### src/rtl/keystream_pixel_cipher.sv
// keystream_pixel_cipher
// Buffers finished key words from the keystream controller in a small FIFO
// and XORs one key per pixel into a valid/ready pixel stream. A frame counter
// restarts the diffusion chain and latches the cipher direction every
// FRAME_PIXELS pixels.
// Build option: define CIPHER_CHAIN_EN to enable chained diffusion; without it
// the chain term is zero and out_data = pix_data ^ key.
module keystream_pixel_cipher #(
  parameter int DATA_WIDTH   = 12,
  parameter int PIX_WIDTH    = 8,
  parameter int KEY_DEPTH    = 4,
  parameter int FRAME_PIXELS = 64,
  parameter logic [PIX_WIDTH-1:0] IV = PIX_WIDTH'(8'hA5)
) (
  input  logic                  clk,
  input  logic                  rst,
  input  logic                  key_done,
  input  logic [DATA_WIDTH-1:0] key_in,
  output logic                  key_req,
  input  logic                  mode,
  input  logic                  pix_valid,
  input  logic [PIX_WIDTH-1:0]  pix_data,
  output logic                  pix_ready,
  output logic                  out_valid,
  output logic [PIX_WIDTH-1:0]  out_data,
  input  logic                  out_ready,
  output logic                  frame_done,
  output logic                  key_ovf
);

  localparam int AW = $clog2(KEY_DEPTH);
  localparam int CW = (FRAME_PIXELS > 1) ? $clog2(FRAME_PIXELS) : 1;
  localparam logic [AW:0]   DEPTH_C = (AW+1)'(KEY_DEPTH);
  localparam logic [CW-1:0] LAST_C  = CW'(FRAME_PIXELS - 1);

`ifdef CIPHER_CHAIN_EN
  localparam logic CHAIN_EN = 1'b1;
`else
  localparam logic CHAIN_EN = 1'b0;
`endif

  logic [PIX_WIDTH-1:0] key_mem [KEY_DEPTH];
  logic [AW-1:0]        wr_ptr, rd_ptr;
  logic [AW:0]          key_cnt;
  logic                 key_done_d;
  logic [CW-1:0]        pix_cnt;
  logic [PIX_WIDTH-1:0] chain_q;
  logic                 mode_q;
  logic                 out_last;

  logic                 key_edge, fifo_full, fifo_empty, fire, push;
  logic                 frame_start, frame_end, eff_mode;
  logic [PIX_WIDTH-1:0] head_key, chain_term, cipher;
  logic                 key_unused;

  // Key bits above PIX_WIDTH are intentionally dropped.
  assign key_unused  = ^key_in;

  assign key_edge    = key_done & ~key_done_d;
  assign fifo_full   = (key_cnt == DEPTH_C);
  assign fifo_empty  = (key_cnt == '0);
  assign key_req     = ~fifo_full;
  assign pix_ready   = ~fifo_empty & (~out_valid | out_ready);
  assign fire        = pix_valid & pix_ready;
  // A pop in the same cycle frees the slot, so a push into a full FIFO succeeds.
  assign push        = key_edge & (~fifo_full | fire);

  assign head_key    = key_mem[rd_ptr];
  assign frame_start = (pix_cnt == '0);
  assign frame_end   = (pix_cnt == LAST_C);
  assign eff_mode    = frame_start ? mode : mode_q;
  assign chain_term  = CHAIN_EN ? (frame_start ? IV : chain_q) : '0;
  assign cipher      = pix_data ^ head_key ^ chain_term;
  assign frame_done  = out_valid & out_ready & out_last;

  // Key storage; emptiness is tracked by the counters, so no reset needed.
  always_ff @(posedge clk) begin
    if (push) key_mem[wr_ptr] <= key_in[PIX_WIDTH-1:0];
  end

  // FIFO pointers, occupancy, key_done edge detect and sticky overflow.
  always_ff @(posedge clk) begin
    if (rst) begin
      wr_ptr     <= '0;
      rd_ptr     <= '0;
      key_cnt    <= '0;
      key_done_d <= 1'b0;
      key_ovf    <= 1'b0;
    end else begin
      key_done_d <= key_done;
      if (push) wr_ptr <= wr_ptr + 1'b1;
      if (fire) rd_ptr <= rd_ptr + 1'b1;
      case ({push, fire})
        2'b10:   key_cnt <= key_cnt + 1'b1;
        2'b01:   key_cnt <= key_cnt - 1'b1;
        default: key_cnt <= key_cnt;
      endcase
      if (key_edge && fifo_full && !fire) key_ovf <= 1'b1;
    end
  end

  // Output register, frame position, mode latch and diffusion chain.
  always_ff @(posedge clk) begin
    if (rst) begin
      out_valid <= 1'b0;
      out_data  <= '0;
      out_last  <= 1'b0;
      pix_cnt   <= '0;
      chain_q   <= IV;
      mode_q    <= 1'b0;
    end else if (fire) begin
      out_valid <= 1'b1;
      out_data  <= cipher;
      out_last  <= frame_end;
      pix_cnt   <= frame_end ? '0 : pix_cnt + 1'b1;
      mode_q    <= eff_mode;
      // Encrypt chains on the produced cipher, decrypt on the incoming cipher.
      chain_q   <= frame_end ? IV : (eff_mode ? pix_data : cipher);
    end else if (out_ready) begin
      out_valid <= 1'b0;
    end
  end

endmodule

### config.mk
export PLATFORM = sky130hd
export DESIGN_NAME = keystream_pixel_cipher
export DESIGN_NICKNAME = d
export VERILOG_FILES = /design/src/rtl/keystream_pixel_cipher.sv
export SDC_FILE = /design/constraint.sdc
export NUM_CORES = 1
export LEC_CHECK = 0
export ABC_AREA = 1
export BUFFER_PORTS_ARGS = -buffer_cell sky130_fd_sc_hd__buf_4
export CORE_UTILIZATION = 49
export CTS_CLUSTER_SIZE = 10
export DETAILED_ROUTE_END_ITERATION = 10
export PLACE_DENSITY = 0.73
export SLEW_MARGIN = 40
export SYNTH_ARGS = -nofsm -noshare
export SYNTH_HDL_FRONTEND = slang
export SYNTH_SLANG_ARGS = --single-unit
### constraint.sdc
create_clock -name clk -period 1.6 [get_ports clk]
set_clock_uncertainty 0.2 [all_clocks]
set_input_delay 0.24 -clock clk [delete_from_list [all_inputs] [get_ports clk]]
set_output_delay 0.24 -clock clk [all_outputs]
set_load 0.01 [all_outputs]
# Word level (Yosys, flattened, before mapping)
# Memories as Yosys holds them, arrays and structs flattened. A register that Yosys moved wholly into a read port is not among the register bits.
# Index checks and enable logic that the tools add are counted.
[word_totals]
n_memories = 1
word_cells = 46
inputBits = 26
register_bits = 25
mem_bits_rw = 32
[memory_table]
columns = ["name", "depth", "word_bits", "rd", "rd_clocked_by_memory_dff", "write_ports", "line", "rtl"]
rows = [
  ["key_mem", 4, 8, 1, 1, 1, "42", "logic [PIX_WIDTH-1:0] key_mem [KEY_DEPTH];"],
]
[classes]
bitwise = 13
reduce_logical = 6
eq_ne = 4
n_addsub = 5
muxes = 8
[ops]
columns = ["cell", "n"]
rows = [
  ["XOR 8 bit", 1],
  ["adder 6 x 1 -> 6 bit, second input constant", 1],
  ["bitwise AND 1 bit", 6],
  ["== test 6 bit, second input constant", 1],
  ["two-way mux 6 bit", 1],
  ["one-hot mux 3 bit (2 select lines)", 1],
  ["adder 2 x 1 -> 2 bit, second input constant", 2],
  ["two-way mux 1 bit", 4],
  ["two-way mux 2 bit", 2],
  ["NOT 1 bit", 4],
  ["nonzero test 2 bit", 2],
  ["adder 3 x 1 -> 3 bit, second input constant", 1],
  ["== test 3 bit, second input constant", 1],
  ["logical NOT 3 bit", 1],
  ["subtractor 3 x 1 -> 3 bit, second input constant", 1],
  ["== test 2 x 1 -> 1 bit, second input constant", 1],
  ["== test 2 bit, second input constant", 1],
  ["logical AND 1 bit", 2],
  ["OR 1 bit", 2],
  ["logical NOT 1 bit", 1],
]

# Depth between registers and ports, before layout
# Gate-level depths: netlist of run 1.
[logic_depth]
word_depth = 8
ltp_mapped = 11
ltp_nobuf = 11

# Worst setup path after synthesis of run 1
# OpenSTA, ideal clock, no wires.
[synth_path]
path_type = "reg-to-reg"
start = "register out_valid"
end = "register key_cnt[2]"
setup_time_ns = 0.115
path_stages_with_launch = 10
path_buffers = 0
required_ns = 1.285
arrival_time_ns = 1.428
setup_slack_ns = -0.143
path_cell_list = "dfxtp_1 -> nand2_1 -> nand3_2 -> inv_2 -> nand2_1 -> fa_1 -> inv_1 -> nand4_1 -> a21oi_1 -> nor2_1"
[synth_between]
elab_chain_cells = 8
[synth_rtl]
columns = ["item", "line", "rtl"]
rows = [
  ["start, declared", "24", "output logic out_valid,"],
  ["start signal, assigned", "105", "out_valid <= 1'b0;"],
  ["start signal, assigned", "112", "out_valid <= 1'b1;"],
  ["start signal, assigned", "120", "out_valid <= 1'b0;"],
  ["NOT 1 bit (*)", "63", "assign pix_ready = ~fifo_empty & (~out_valid | out_ready);"],
  ["OR 1 bit (*)", "63", ""],
  ["bitwise AND 1 bit (*)", "63", ""],
  ["bitwise AND 1 bit (*)", "64", "assign fire = pix_valid & pix_ready;"],
  ["OR 1 bit", "66", "assign push = key_edge & (~fifo_full | fire);"],
  ["bitwise AND 1 bit", "66", ""],
  ["== test 2 x 1 -> 1 bit or == test 2 bit (tied branches)", "93", "case ({push, fire})"],
  ["one-hot mux 3 bit (2 select lines) or nonzero test 2 bit (tied branches)", "--", ""],
  ["end signal, assigned", "94", "2'b10: key_cnt <= key_cnt + 1'b1;"],
  ["end signal, assigned", "95", "2'b01: key_cnt <= key_cnt - 1'b1;"],
  ["end signal, assigned", "96", "default: key_cnt <= key_cnt;"],
  ["end, declared", "44", "logic [AW:0] key_cnt;"],
]
# Mark *: on every way between the ends. The rest lies on a longest branch, timed or not.
# A chain may end at the register's enable or synchronous reset.

# Worst setup path in the final report of run 1
[layout_path]
start = "register key_cnt[0]"
end = "register key_cnt[2]"
[layout_between]
elab_chain_cells = 8
[layout_rtl]
columns = ["item", "line", "rtl"]
rows = [
  ["logical NOT 3 bit", "61", "assign fifo_empty = (key_cnt == '0);"],
  ["NOT 1 bit", "63", ""],
  ["bitwise AND 1 bit", "63", ""],
  ["bitwise AND 1 bit", "64", ""],
  ["OR 1 bit", "66", ""],
  ["bitwise AND 1 bit", "66", ""],
  ["== test 2 x 1 -> 1 bit or == test 2 bit (tied branches)", "93", ""],
  ["one-hot mux 3 bit (2 select lines) or nonzero test 2 bit (tied branches)", "--", ""],
]
# Several ways; a longest one is shown, not always the timed one.

==> results.sh, run 1 <==
export IMPL_end_kind="register"
export IMPL_yosys_warnings=0
export IMPL_cp_max_fo=3
export IMPL_setup_slack_ns=-0.0731
export IMPL_nNetsFinal=375
export IMPL_post_place_ws_ns=-0.127
export IMPL_post_dp_hpwl_microns=3400
export IMPL_fin_cells=415
export IMPL_cts_root_buffer="clkbuf_8"
export IMPL_final_cell_mix="59 x nand2_1, 49 x buf_4, 32 x edfxtp_1, 31 x inv_1, 22 x dfxtp_1"
export IMPL_seq_area_frac_synth_pct=58.7
export IMPL_vias=1992
export IMPL_leakage_uw=0.00152
export IMPL_critPathArrivalTime_ns=1.70
export IMPL_wl_per_cell_microns=12.1
export IMPL_synthesis_area_sq_mm=0.00256
export IMPL_total_power_uw=4410
export IMPL_clock_fmax_mhz=598
export IMPL_io_pins=39
export IMPL_crit_path_top_delay_cell="dfxtp_2"
export IMPL_die_x_microns=74.3
export IMPL_startpoint_type="register"
export IMPL_area_growth_syn_to_layout_pct=35.8
export IMPL_tightest_slew_ns=0.280
export IMPL_min_period_over_period_pct=105
export IMPL_htreeDepth=3
export IMPL_cts_sinks=59
export IMPL_rows=25
export IMPL_min_from="out_ready"
export IMPL_firstDrtPassIters=4
export IMPL_synth_fp_nets=296
export IMPL_synth_seq_cells=59
export IMPL_fin_crit_ns=1.67
export IMPL_crit_family="simple AND/OR/NAND/NOR gates"
export IMPL_antenna_left=0
export IMPL_grt_pass1_wl_microns=8160
export IMPL_async_flop_share_pct=0
export IMPL_grt_max_degree=19
export IMPL_port_buffers=33
export IMPL_core_sq_mm=0.00488
export IMPL_drive_above_1_share_pct=27.9
export IMPL_rrSetupSlack_ns=-0.07
export IMPL_fp_dieH_microns=74.3
export IMPL_cp_required_ns=1.63
export IMPL_grt_pass1_vias=1838
export IMPL_layout_commonest_cell="nand2_1"
export IMPL_post_route_util_pct=71.2
export IMPL_ir_drop_mv=0.809
export IMPL_finalSetupViolations=35
export IMPL_ys_types=28
export IMPL_drcViolationCount=0
export IMPL_first_iter_violations=61
export IMPL_clockBufferDepth=2
export IMPL_avgSynthCellArea_sq_um=9.70
export IMPL_p_per_area_mw_per_mm2=1270
export IMPL_hold_class="input port to register"
export IMPL_cts_tree="yes"
export IMPL_reg2regPathDepth=10
export IMPL_maxSlewHeadroom_pct=81.3
export IMPL_avgViaCountPerCell=4.80
export IMPL_clk_latency_ns=0.34
export IMPL_multi_input_area_sq_um=906
export IMPL_drv_cap=0
export IMPL_clk_pin_slew_ns=0.07
export IMPL_dp_cells=378
export IMPL_status="finished, violations left"
export IMPL_fill_cells=365
export IMPL_setup_tns_ns=-0.580
export IMPL_place_congestion=0.781
export IMPL_r2r_start="key_cnt[0]$_SDFFE_PP0P_"
export IMPL_critical_path_class="register to register"
export IMPL_grt_usage_pct=20.8
export IMPL_slew_viol_final=0
export IMPL_synth_main_ff_cell="edfxtp_1"
export IMPL_path_cells="nor2_2 -> nand2_1 -> nand3_2 -> inv_2 -> nand2_2 -> fa_2 -> inv_1 -> nand4_1 -> a21oi_1 -> nor2_1"
export IMPL_path_buf_inv=2
export IMPL_violations="setup timing"
export IMPL_grt_overflow=0
export IMPL_r2r_end="key_cnt[2]$_SDFFE_PP0P_"
export IMPL_routed_wl_microns=5030
export IMPL_rsz0062_at_grt="true"
export IMPL_hold_path_cell_count=4
export IMPL_crit_start="key_cnt[0]$_SDFFE_PP0P_"
export IMPL_start_util_pct=52.5
export IMPL_synthCells=264
export IMPL_hold_viol=0
export IMPL_max_stage_delay_ns=0.35
export IMPL_dieArea_sq_mm=0.00552
export IMPL_seq_area_sq_mm=0.00151
export IMPL_n_antenna_cell=0
export IMPL_synth_edf_count=32
export IMPL_numCtsBuffers=9
export IMPL_antenna_found_initial=0
export IMPL_whs_endpoint="out_valid$_SDFFE_PP0P_"
-- routing by layer --
layer / track usage [%] / vias to the layer above / part of all wire [%]
li1: - / 1017 / -
met1: 25.1 / 921 / 44
met2: 34.2 / 45 / 50
met3: 6.91 / 9 / 4.3
met4: 8.81 / 0 / 1.8
met5: 0 / - / 0
-- flip-flops by register name, summed over array words and instances, names as in the netlist, named ones only --
signal	flops
key_done_d	1
out_last	1
rd_ptr	2
key_cnt	3
out_valid	1
out_data	8
key_mem	32
key_ovf	1
pix_cnt	6
wr_ptr	2
-- tightest hold or removal path, cell delays in order --
cell,delay [ns]
buf_4,0.08
inv_1,0.04
nand2_1,0.09
a21oi_1,0.07
-- cells by family after synthesis --
logic type | synth area share (%)
compound gates | 8.02
xor+xnor | 3.42
fa+ha+maj | 3.23
buf+inv | 7.97
flops | 58.7
simple gates | 18.7
-- worst max path at each step --
stage / cells past startpoint / to
floorplan: 6 / key_mem[0][0]$_DFFE_PP_
global placement: 11 / key_cnt[2]$_SDFFE_PP0P_
detailed placement: 11 / key_cnt[2]$_SDFFE_PP0P_
CTS: 9 / key_cnt[1]$_SDFFE_PP0P_
global route: 10 / key_cnt[2]$_SDFFE_PP0P_
finish: 10 / key_cnt[2]$_SDFFE_PP0P_
-- cell usage after synthesis (2+ instances only) --
cell type	n	share of area (%)
nand4_1	3	0.73
buf_2	2	0.39
buf_6	5	2.2
nand2_1	62	9.1
inv_1	32	4.7
o21ai_1	4	0.78
dfxtp_1	27	21
o21ai_0	11	2.2
edfxtp_1	32	38
xnor2_1	8	2.7
nor2_1	20	2.9
ha_1	5	2.4
a21oi_1	11	2.2
xor2_1	2	0.68
nand3_1	20	3.9
o21bai_1	8	2.3
-- area by class of cell --
type                    instances  share of cell area, %
clock inverters                 7                   2.12
repair buffers                 76                   18.7
well taps                      67                   2.41
inverters                      34                   3.74
multi-input cells             163                   26.1
flip-flops and latches         59                   43.4
clock buffers                   9                   3.56
-- metrics by stage --
stage	instance area, sq um	hold WS [ns]
finish	3480	0.0206
global route	3480	0.0352
CTS	3430	0.000131
detailed placement	2990	0.244
global placement	2990	0.240
floorplan	2570	0.102
-- timing repair --
item	4_1_cts	5_1_grt
resized for setup	13	12
pin swaps	7	2
setup endpoints to repair	36	47
endpoints found under the hold margin	46	0
setup buffers	3	3
hold buffers	17	0
-- report_power, final --
| part | switching [uW] | internal, uW | total, uW |
|---|---|---|---|
| Clock | 624 | 729 | 1350 |
| Sequential | 90.0 | 1770 | 1860 |
| Combinational | 636 | 565 | 1200 |
Note: power is estimated with default switching activity, not from simulation.
==> run 2, diff against run 1 <==
--- a/config.mk
+++ b/config.mk
@@ -11,6 +11,7 @@
 export CTS_CLUSTER_SIZE = 10
 export DETAILED_ROUTE_END_ITERATION = 10
 export PLACE_DENSITY = 0.73
+export SETUP_SLACK_MARGIN = 0.4
 export SLEW_MARGIN = 40
 export SYNTH_ARGS = -nofsm -noshare
 export SYNTH_HDL_FRONTEND = slang
==> run 2 against run 1 <==
  * The run still ends with setup timing left
  * Worst setup slack lost 0.14 ns
  * Cell area grew 8.3%
  * Clock power shrank 4%
  * Power grew 12%
  * Die area is the same
  * Cell count grew 0.48%
  * Hold slack gained 0.0086 ns
  * Wire length grew 32%
  * Flip-flop and latch count is the same
  * Sequential share of layout area shrank 2.9 points
  * Combinational power grew 43%
  * Non-clock buffer count grew 2
==> results.sh, run 2 (synthesis results as in run 1) <==
export IMPL_status="finished, violations left"
export IMPL_violations="setup timing"
export IMPL_min_from="pix_data[5]"
export IMPL_leakage_uw=0.00161
export IMPL_p_per_area_mw_per_mm2=1310
export IMPL_critical_path_class="register to register"
export IMPL_clockBufferDepth=2
export IMPL_largest_reg_flops=32
export IMPL_final_cell_mix="51 x nand2_1, 41 x buf_4, 32 x edfxtp_1, 28 x inv_1, 22 x buf_6"
export IMPL_dieArea_sq_mm=0.00552
export IMPL_port_buffers=33
export IMPL_antenna_found_initial=0
export IMPL_r2r_end="key_cnt[2]$_SDFFE_PP0P_"
export IMPL_cp_max_fo=3
export IMPL_avgViaCountPerCell=5.20
export IMPL_place_area_sq_mm=0.00304
export IMPL_ir_drop_mv=0.698
export IMPL_numCtsBuffers=9
export IMPL_die_x_microns=74.3
export IMPL_drcViolationCount=0
export IMPL_maxSlewHeadroom_pct=74.8
export IMPL_place_congestion=0.807
export IMPL_tightest_slew_ns=0.376
export IMPL_hold_viol=0
export IMPL_cp_required_ns=1.62
export IMPL_finalSetupViolations=52
export IMPL_end_kind="register"
export IMPL_post_dp_hpwl_microns=3310
export IMPL_top_regs="key_mem (32), out_data (8), pix_cnt (6)"
export IMPL_cts_tree="yes"
export IMPL_core_sq_mm=0.00488
export IMPL_routed_wl_microns=6650
export IMPL_nNetsFinal=377
export IMPL_grt_pass1_wl_microns=8590
export IMPL_clk_pin_slew_ns=0.07
export IMPL_grt_overflow=0
export IMPL_fp_dieH_microns=74.3
export IMPL_antenna_left=0
export IMPL_grt_usage_pct=21.9
export IMPL_rrSetupSlack_ns=-0.21
export IMPL_hold_class="input port to register"
export IMPL_drv_cap=0
export IMPL_clk_latency_ns=0.33
export IMPL_drive_above_1_share_pct=41.7
export IMPL_area_growth_syn_to_layout_pct=47.1
export IMPL_whs_endpoint="out_data[5]$_SDFFE_PP0P_"
export IMPL_grt_max_degree=17
export IMPL_cts_sinks=59
export IMPL_regMostFlops="key_mem"
export IMPL_rsz0062_at_grt="true"
export IMPL_wl_per_cell_microns=15.9
export IMPL_clock_fmax_mhz=553
export IMPL_fill_cells=297
export IMPL_fin_crit_ns=1.81
export IMPL_vias=2167
export IMPL_slew_viol_final=0
export IMPL_hold_path_cell_count=4
export IMPL_r2r_start="key_cnt[2]$_SDFFE_PP0P_"
export IMPL_total_power_uw=4930
export IMPL_io_pins=39
export IMPL_first_iter_violations=147
export IMPL_rows=25
export IMPL_min_period_over_period_pct=113
export IMPL_stdcell_area_sq_mm=0.00376
export IMPL_n_antenna_cell=0
export IMPL_start_util_pct=52.5
export IMPL_htreeDepth=3
export IMPL_cts_root_buffer="clkbuf_8"
export IMPL_setup_slack_ns=-0.209
export IMPL_grt_pass1_vias=1941
export IMPL_startpoint_type="register"
export IMPL_layout_commonest_cell="nand2_1"
export IMPL_firstDrtPassIters=4
export IMPL_reg2regPathDepth=10
export IMPL_critPathArrivalTime_ns=1.83
-- run 2: cell types whose count changed in the layout (fill, tap and decap cells not counted), moves of 8 or more --
cell           previous run  this run
dfxtp_1                  22        12
buf_6                    10        22
dlygate4sd3_1            17         9
buf_4                    49        41
dfxtp_2                   5        14
nand2_1                  59        51
-- run 2: final cells by class --
| cell class | count | area [sq um] | share of cell area, % |
|---|---|---|---|
| Clock buffer | 10 | 128 | 3.39 |
| Clock inverter | 6 | 56.3 | 1.50 |
| Inverter | 34 | 135 | 3.59 |
| Multi-Input combinational cell | 163 | 1080 | 28.6 |
| Sequential cell | 59 | 1520 | 40.4 |
| Tap cell | 67 | 83.8 | 2.23 |
| Timing Repair Buffer | 78 | 761 | 20.2 |
-- run 2: timing repair --
item | CTS | global route
cloned | 0 | 0
pin swaps | 12 | 9
resized for setup | 39 | 50
endpoints found under the hold margin | 38 | 0
buffers inserted | 11 | 5
hold buffers | 9 | 0
endpoints found under the setup margin | 71 | 71
-- run 2: layer usage --
metal	GRT usage, %	up-vias	share of wire, %
li1	-	1026	-
met1	26.2	1063	42
met2	35.7	69	53
met3	6.78	9	4.1
met4	11.5	0	1.5
met5	0	-	0
-- run 2: worst max path at each step --
stage	startpoint	endpoint	depth (start not counted)
after detailed placement	out_ready	key_mem[0][6]$_DFFE_PP_	8
final	key_cnt[2]$_SDFFE_PP0P_	key_cnt[2]$_SDFFE_PP0P_	10
after global routing	key_cnt[0]$_SDFFE_PP0P_	key_cnt[2]$_SDFFE_PP0P_	10
after floorplan	key_cnt[0]$_SDFFE_PP0P_	key_cnt[2]$_SDFFE_PP0P_	10
after global placement	out_ready	key_mem[0][5]$_DFFE_PP_	8
after CTS	key_cnt[0]$_SDFFE_PP0P_	key_cnt[2]$_SDFFE_PP0P_	10
-- run 2: power by group --
part           total [uW]  internal [uW]  leakage (uW)  switching [uW]
registers            1920           1790      0.000519             134
clock network        1290            706     0.0000951             583
logic                1710            865      0.000994             849
total                4930           3360       0.00161            1570
-- run 2: worst max-delay path: stages (launching register included) --
cell,delay [ns]
dfxtp_2,0.34
inv_2,0.05
nand2_2,0.09
nand3_4,0.10
inv_4,0.09
nand2_4,0.05
fa_2,0.36
inv_1,0.08
nand4_1,0.13
a21oi_1,0.16
nor2_1,0.06
-- run 2: per-stage QoR --
stage                     setup TNS (ns)  hold slack (ns)  cells  util [%]  setup slack, ns
after floorplan                   -0.110            0.102    264         -          -0.0675
after detailed placement           -4.19            0.244    376      62.2           -0.140
after global placement             -3.95            0.241    376      62.2           -0.122
after global routing               -6.08           0.0402    417      77.2           -0.272
after CTS                          -1.76           0.0125    412      72.3          -0.0946
final                              -3.16           0.0292    417      77.2           -0.209
